## src/rtl/urand_pair_src_if.sv

```systemverilog
`default_nettype none
// ============================================================================
// Module      : urand_pair_src_if
// Description : Control and stream bundle for the uniform-pair source.
//               master : the source itself (drives the stream and status).
//               slave  : the controller/consumer side.
//   seed_load/seed : load both engines from seed (honoured in IDLE)
//   start/count    : begin a run of count pairs (honoured in IDLE)
//   pushout/U1/U2  : push-only stream of uniform doubles in (0,1]
//   busy/done      : run in progress / one-cycle completion pulse
// Revision    : 1.0 - initial release
// ============================================================================
interface urand_pair_src_if;
    logic        seed_load;
    logic [63:0] seed;
    logic        start;
    logic [15:0] count;
    logic        pushout;
    logic [63:0] U1;
    logic [63:0] U2;
    logic        busy;
    logic        done;

    modport master (
        input  seed_load, seed, start, count,
        output pushout, U1, U2, busy, done
    );

    modport slave (
        output seed_load, seed, start, count,
        input  pushout, U1, U2, busy, done
    );
endinterface
`default_nettype wire

```

## src/rtl/urand_pair_src.sv

```systemverilog
`default_nettype none
// ============================================================================
// Module      : urand_pair_src
// Description : Two xorshift64 engines feeding a two-stage integer-to-double
//               pipeline. Issues a programmed number of (U1,U2) pairs, one
//               every GAP+1 cycles, then pulses done.
//   clk   : rising-edge clock
//   rst_n : asynchronous active-low reset
//   bus   : urand_pair_src_if.master (control inputs, stream/status outputs)
// Revision    : 1.0 - initial release
// ============================================================================
module urand_pair_src #(
    parameter int unsigned GAP = 0
) (
    input  wire logic           clk,
    input  wire logic           rst_n,
    urand_pair_src_if.master    bus
);

    localparam logic [63:0] C_SEED_A = 64'h9E3779B97F4A7C15;
    localparam logic [63:0] C_SEED_B = 64'hD1B54A32D192ED03;
    localparam logic [7:0]  C_GAP    = 8'(GAP);

    typedef enum logic [1:0] {
        S_IDLE  = 2'd0,
        S_RUN   = 2'd1,
        S_DRAIN = 2'd2,
        S_DONE  = 2'd3
    } state_t;

    state_t       r_state;
    state_t       w_next;
    logic [15:0]  r_count;
    logic [15:0]  r_issued;
    logic [7:0]   r_gap;
    logic [63:0]  r_eng_a;
    logic [63:0]  r_eng_b;
    logic         r_s1_valid;
    logic [52:0]  r_s1_va;
    logic [52:0]  r_s1_vb;
    logic         r_pushout;
    logic [63:0]  r_u1;
    logic [63:0]  r_u2;

    logic         w_issue;
    logic         w_last;
    logic         w_idle_start;
    logic         w_idle_load;
    logic [63:0]  w_load_a;
    logic [63:0]  w_load_b;

    function automatic logic [63:0] f_xorshift(input logic [63:0] x);
        logic [63:0] t;
        t = x ^ (x << 13);
        t = t ^ (t >> 7);
        t = t ^ (t << 17);
        return t;
    endfunction

    // v is in 1..2^52, so the double is exact: exponent from the MSB
    // position, mantissa is everything below the MSB left-justified.
    function automatic logic [63:0] f_to_double(input logic [52:0] v);
        logic [5:0]  p;
        logic [52:0] sh;
        p = 6'd0;
        for (int i = 0; i < 53; i++) begin
            if (v[i]) p = 6'(i);
        end
        sh = v << (6'd52 - p);
        return {1'b0, 11'd971 + 11'(p), sh[51:0]};
    endfunction

    assign w_idle_start = (r_state == S_IDLE) && bus.start;
    assign w_idle_load  = (r_state == S_IDLE) && bus.seed_load;
    assign w_issue      = (r_state == S_RUN) && (r_gap == 8'd0);
    assign w_last       = w_issue && (({1'b0, r_issued} + 17'd1) == {1'b0, r_count});

    // A zero state would lock an xorshift engine at zero forever.
    assign w_load_a = (bus.seed == 64'd0) ? C_SEED_A : bus.seed;
    assign w_load_b = ((bus.seed ^ C_SEED_B) == 64'd0) ? C_SEED_B : (bus.seed ^ C_SEED_B);

    always_comb begin
        w_next = r_state;
        case (r_state)
            S_IDLE:  if (bus.start) w_next = (bus.count != 16'd0) ? S_RUN : S_DONE;
            S_RUN:   if (w_last) w_next = S_DRAIN;
            // Stage 1 empty means the last pair is already in stage 2.
            S_DRAIN: if (!r_s1_valid) w_next = S_DONE;
            S_DONE:  w_next = S_IDLE;
            default: w_next = S_IDLE;
        endcase
    end

    always_ff @(posedge clk or negedge rst_n) begin
        if (!rst_n) begin
            r_state  <= S_IDLE;
            r_count  <= 16'd0;
            r_issued <= 16'd0;
            r_gap    <= 8'd0;
        end else begin
            r_state <= w_next;
            if (w_idle_start && (bus.count != 16'd0)) begin
                r_count  <= bus.count;
                r_issued <= 16'd0;
                r_gap    <= 8'd0;
            end else if (w_issue) begin
                r_issued <= r_issued + 16'd1;
                r_gap    <= C_GAP;
            end else if (r_state == S_RUN) begin
                r_gap <= r_gap - 8'd1;
            end
        end
    end

    // Engines and stage 1: the issued sample is the current state.
    always_ff @(posedge clk or negedge rst_n) begin
        if (!rst_n) begin
            r_eng_a    <= C_SEED_A;
            r_eng_b    <= C_SEED_B;
            r_s1_valid <= 1'b0;
            r_s1_va    <= 53'd0;
            r_s1_vb    <= 53'd0;
        end else begin
            r_s1_valid <= w_issue;
            if (w_idle_load) begin
                r_eng_a <= w_load_a;
                r_eng_b <= w_load_b;
            end else if (w_issue) begin
                r_eng_a <= f_xorshift(r_eng_a);
                r_eng_b <= f_xorshift(r_eng_b);
            end
            if (w_issue) begin
                r_s1_va <= {1'b0, r_eng_a[63:12]} + 53'd1;
                r_s1_vb <= {1'b0, r_eng_b[63:12]} + 53'd1;
            end
        end
    end

    // Stage 2: normalise; outputs hold while no new pair arrives.
    always_ff @(posedge clk or negedge rst_n) begin
        if (!rst_n) begin
            r_pushout <= 1'b0;
            r_u1      <= 64'd0;
            r_u2      <= 64'd0;
        end else begin
            r_pushout <= r_s1_valid;
            if (r_s1_valid) begin
                r_u1 <= f_to_double(r_s1_va);
                r_u2 <= f_to_double(r_s1_vb);
            end
        end
    end

    assign bus.pushout = r_pushout;
    assign bus.U1      = r_u1;
    assign bus.U2      = r_u2;
    assign bus.busy    = (r_state == S_RUN) || (r_state == S_DRAIN);
    assign bus.done    = (r_state == S_DONE);

endmodule
`default_nettype wire
```

## src/flat_wrapper.sv

```systemverilog
// flat-port wrapper written by rule: the top's interface ports become plain ports
module urand_pair_src_flat 
#(
    parameter int unsigned GAP = 0
)
  (clk, rst_n, bus_seed_load, bus_seed, bus_start, bus_count, bus_pushout, bus_U1, bus_U2, bus_busy, bus_done);
  urand_pair_src_if bus_i ();
  input  wire logic clk;
  input  wire logic rst_n;
  input wire logic [$bits(bus_i.seed_load)-1:0] bus_seed_load;
  input wire logic [$bits(bus_i.seed)-1:0] bus_seed;
  input wire logic [$bits(bus_i.start)-1:0] bus_start;
  input wire logic [$bits(bus_i.count)-1:0] bus_count;
  output wire logic [$bits(bus_i.pushout)-1:0] bus_pushout;
  output wire logic [$bits(bus_i.U1)-1:0] bus_U1;
  output wire logic [$bits(bus_i.U2)-1:0] bus_U2;
  output wire logic [$bits(bus_i.busy)-1:0] bus_busy;
  output wire logic [$bits(bus_i.done)-1:0] bus_done;
  assign bus_i.seed_load = bus_seed_load;
  assign bus_i.seed = bus_seed;
  assign bus_i.start = bus_start;
  assign bus_i.count = bus_count;
  assign bus_pushout = bus_i.pushout;
  assign bus_U1 = bus_i.U1;
  assign bus_U2 = bus_i.U2;
  assign bus_busy = bus_i.busy;
  assign bus_done = bus_i.done;
  urand_pair_src #(.GAP(GAP)) u_core (.clk(clk), .rst_n(rst_n), .bus(bus_i));
endmodule
```

## config.mk

```make
export PLATFORM = sky130hd
export DESIGN_NAME = urand_pair_src_flat
export DESIGN_NICKNAME = d
export VERILOG_FILES = /design/src/rtl/urand_pair_src_if.sv /design/src/rtl/urand_pair_src.sv /design/src/flat_wrapper.sv
export SDC_FILE = /design/constraint.sdc
export NUM_CORES = 1
export LEC_CHECK = 0
export CELL_PAD_IN_SITES_DETAIL_PLACEMENT = 2
export CELL_PAD_IN_SITES_GLOBAL_PLACEMENT = 2
export CORE_MARGIN = 10
export CORE_UTILIZATION = 41
export CTS_BUF_LIST = sky130_fd_sc_hd__clkbuf_8
export DETAILED_ROUTE_END_ITERATION = 8
export PLACE_DENSITY_LB_ADDON = 0.1
export SLEW_MARGIN = 20
export SYNTH_ARGS = -nofsm -noshare
export SYNTH_HDL_FRONTEND = slang
export SYNTH_SLANG_ARGS = --single-unit
```

## constraint.sdc

```tcl
create_clock -name clk -period 11.96 [get_ports clk]
set_input_delay 1.794 -clock clk [delete_from_list [all_inputs] [get_ports clk]]
set_output_delay 1.794 -clock clk [all_outputs]
set_load 0.005 [all_outputs]
```

==> flow_summary.toml <==
[status]
status = "finished, final reports clean"

[synth]
async_flop_share_pct = 100
synth_area_sq_um = 30500
syn_inst = 3487
synth_seq_cells = 404
synth_edf_count = 0
yosys_warnings = 0
ys_types = 101
ys_seq_area_share_pct = 33.5
syn_area_per_cell_sq_um = 8.74
synth_ff_type = "dfrtp_1"

[floorplan]
core_area_sq_um = 73300
dieArea_sq_um = 85600
die_h_um = 293
die_w_um = 293
start_util_pct = 41.5
num_io_pins = 215
rows = 99

[final_layout]
layout.cells.most_common = "xnor2_1"
area_delta_synth_final_pct = 13.5
mostFrequentLayoutCells = "418 x xnor2_1, 357 x nand2_1, 335 x dfrtp_1, 305 x nor2_1, 239 x o21ai_0"
nets = 3592
fillers = 7935
multiInputGateArea_sq_um = 18900
drive_above_1_share_pct = 11.1
seqCellArea_sq_um = 10200

[cts]
cts_buffers = 79
cts_buffer_depth = 3
worstSkewPairLatency_ns = 0.71
h-tree-depth = 3
cts_sinks = 404
clockRootBuffer = "clkbuf_8"
cts_hold_buffers = 0
cts_tree = "yes"
post-cts-setup-buffers = 0
clk_pin_slew_worst_paths_ns = 0.06
cts-resized-gates = 0

[setup_path]
worstPathMaxFanout = 34
slowest_stage = "and3_1"
r2r-start = "u_core.r_s1_vb[16]$_DFFE_PN0P_"
end_kind = "register"
crit_family = "simple AND/OR/NAND/NOR gates"
crit_arrival_ns = 7.05
r2r_slack_ns = 5.55
worstPathCellList = "or3_1 -> a221o_1 -> a21oi_1 -> o221ai_1 -> a21oi_4 -> buf_4 -> inv_2 -> ha_1 -> inv_1 -> nand3_2 -> a211oi_2 -> buf_4 -> and3_1 -> nand2_1 -> o32a_1 -> nand3_1"
critical-path-max-stage-delay_ns = 0.88
r2r-end = "u_core.bus.U2[50]$_DFFE_PN0P_"
reg2reg_depth = 16
start_kind = "register"
critPathKind = "register to register"
cp.required_ns = 12.60
crit_buf_inv = 4
critPathMostFrequentCell = "buf_4"

[timing]
hold_viol_final = 0
period_minus_slack_ns = 6.41
rsz0062_at_grt = "false"
period_share_pct = 53.6
fmax_mhz = 156
finalMaxSlewViolations = 0
setup_tns_ns = 0
worst_pin_slew_ns = 1.13
setup_viol = 0
relSlewSlack_pct = 24.2
fin_skew_ns = 0.0276

[global_routing]
grt_pass1_wl_um = 198000
grt_overflow_total = 0
grt_pass1_vias = 30949
grt_max_degree = 227
grt_usage_pct = 29.3
grt_antenna_before_repair = 1

[placement]
place.gp.congestion = 0.893
port_buffers = 212
dpl.hpwl_um = 94000

[run]
maxCapViolCount = 0

[routing]
topRoutingLayerUsed = "met4"
drt_pre_antenna_iters = 6
drt-met1-wl_um = 56700
vias = 28295
finalWirelength_um = 128000
ant_nets = 0
drt-initial-drc-count = 2048
vias_per_cell = 6.26
wire_per_inst_um = 28.4
dr_wl_met3_um = 6230
drc = 0
wl_met2_um = 59900

[hold_path]
min-delay-start = "u_core.bus.U2[61]$_DFFE_PN0P_"
hold_path.class = "register to register"
whs_endpoint = "u_core.bus.U2[61]$_DFFE_PN0P_"
hold_depth = 1
==> cell usage after synthesis (all sizes together), types with 11 or more instances <==
cell	number	area, sq um
a22o	21	184
ha	11	138
a32o	12	120
a32oi	32	280
inv	40	150
nand3	81	410
nor2	310	1190
or3	45	282
and2	23	145
a211oi	40	310
and4	15	131
buf	70	355
clkbuf	250	938
dfstp	68	1790
mux2	59	668
and3	40	250
nor4	55	380
mux2i	109	1090
o2bb2ai	24	210
dfrtp	336	8410
o211ai	36	270
o21a	19	150
mux4	49	1100
nor2b	16	100
o22ai	15	93.8
nand2b	15	93.8
xnor2	419	3670
nand2	359	1360
a22oi	40	300
xor2	173	1520
a21o	15	114
o21ai	249	1260
a21oi	152	787
o221ai	20	181
nor3	54	275
nand4	35	219
a221oi	24	223
or4	20	154
a221o	15	150
==> worst max path at each step <==
stage | startpoint | endpoint | slack, ns | cells past startpoint
2_1_floorplan | u_core.r_s1_va[45]$_DFFE_PN0P_ | u_core.bus.U1[44]$_DFFE_PN0P_ | 7.42 | 19
3_3_place_gp | u_core.r_s1_vb[16]$_DFFE_PN0P_ | u_core.bus.U2[50]$_DFFE_PN0P_ | 5.74 | 16
3_5_place_dp | u_core.r_s1_vb[16]$_DFFE_PN0P_ | u_core.bus.U2[50]$_DFFE_PN0P_ | 5.61 | 16
4_1_cts | u_core.r_s1_vb[16]$_DFFE_PN0P_ | u_core.bus.U2[50]$_DFFE_PN0P_ | 5.57 | 16
5_1_grt | u_core.r_s1_vb[16]$_DFFE_PN0P_ | u_core.bus.U2[50]$_DFFE_PN0P_ | 5.19 | 16
6_report | u_core.r_s1_vb[16]$_DFFE_PN0P_ | u_core.bus.U2[50]$_DFFE_PN0P_ | 5.55 | 16
==> worst reg2reg max path, delay by kind of cell, from the launching register on <==
family / cells / cell delay [ns]
buffers and inverters: 4 / 1.59
flip-flops: 1 / 0.49
AO/OA/AOI/OAI: 6 / 1.66
adder cells (fa/ha/maj): 1 / 0.57
AND/OR/NAND/NOR: 5 / 2.04
==> through the flow <==
| stage | area, sq um | worst slack (ns) | utilization (%) | std cells | hold WS [ns] |
|---|---|---|---|---|---|
| 4_1_cts | 34600 | 5.57 | 47.1 | 4520 | 0.469 |
| 3_3_place_gp | 32900 | 5.74 | 44.8 | 4375 | 0.448 |
| 3_5_place_dp | 32900 | 5.61 | 44.8 | 4375 | 0.455 |
| 6_report | 34600 | 5.55 | 47.1 | 4521 | 0.468 |
| 5_1_grt | 34600 | 5.19 | 47.1 | 4521 | 0.489 |
| 2_1_floorplan | 30500 | 7.42 | - | 3488 | 0.392 |
==> flip-flops by register name (all words and copies together), names as in the netlist <==
signal,flops
u_core.r_count,16
u_core.bus.pushout,1
u_core.r_state,2
u_core.r_s1_va,53
u_core.r_eng_a,64
u_core.r_eng_b,64
u_core.r_gap,8
u_core.bus.U2,63
u_core.bus.U1,63
u_core.r_issued,16
u_core.r_s1_valid,1
u_core.r_s1_vb,53
==> layout make-up <==
| cell class | count | share of cell area [%] |
|---|---|---|
| clock buffer | 99 | 3.94 |
| multi-input combinational | 2723 | 54.7 |
| sequential | 404 | 29.5 |
| timing repair buffer | 248 | 7.01 |
| inverter | 41 | 0.449 |
| antenna | 1 | 0.00724 |
| clock inverter | 46 | 0.948 |
| tap | 959 | 3.47 |
==> logic make-up after synthesis <==
family	synth area share (%)
compound gates	18.2
other cells	0.0123
flops	33.5
mux	9.40
simple gates	16.6
buf+inv	4.75
xor+xnor	17.0
fa+ha+maj	0.452
==> layer usage <==
| layer | track usage, % | up-vias |
|---|---|---|
| met5 | 0 | - |
| met4 | 12.6 | 0 |
| met1 | 38.6 | 14731 |
| met3 | 4.41 | 254 |
| li1 | - | 12454 |
| met2 | 47.5 | 856 |
Power is not shown: default switching activity piles up to over one toggle a cycle in this logic, so the estimate is an artifact.
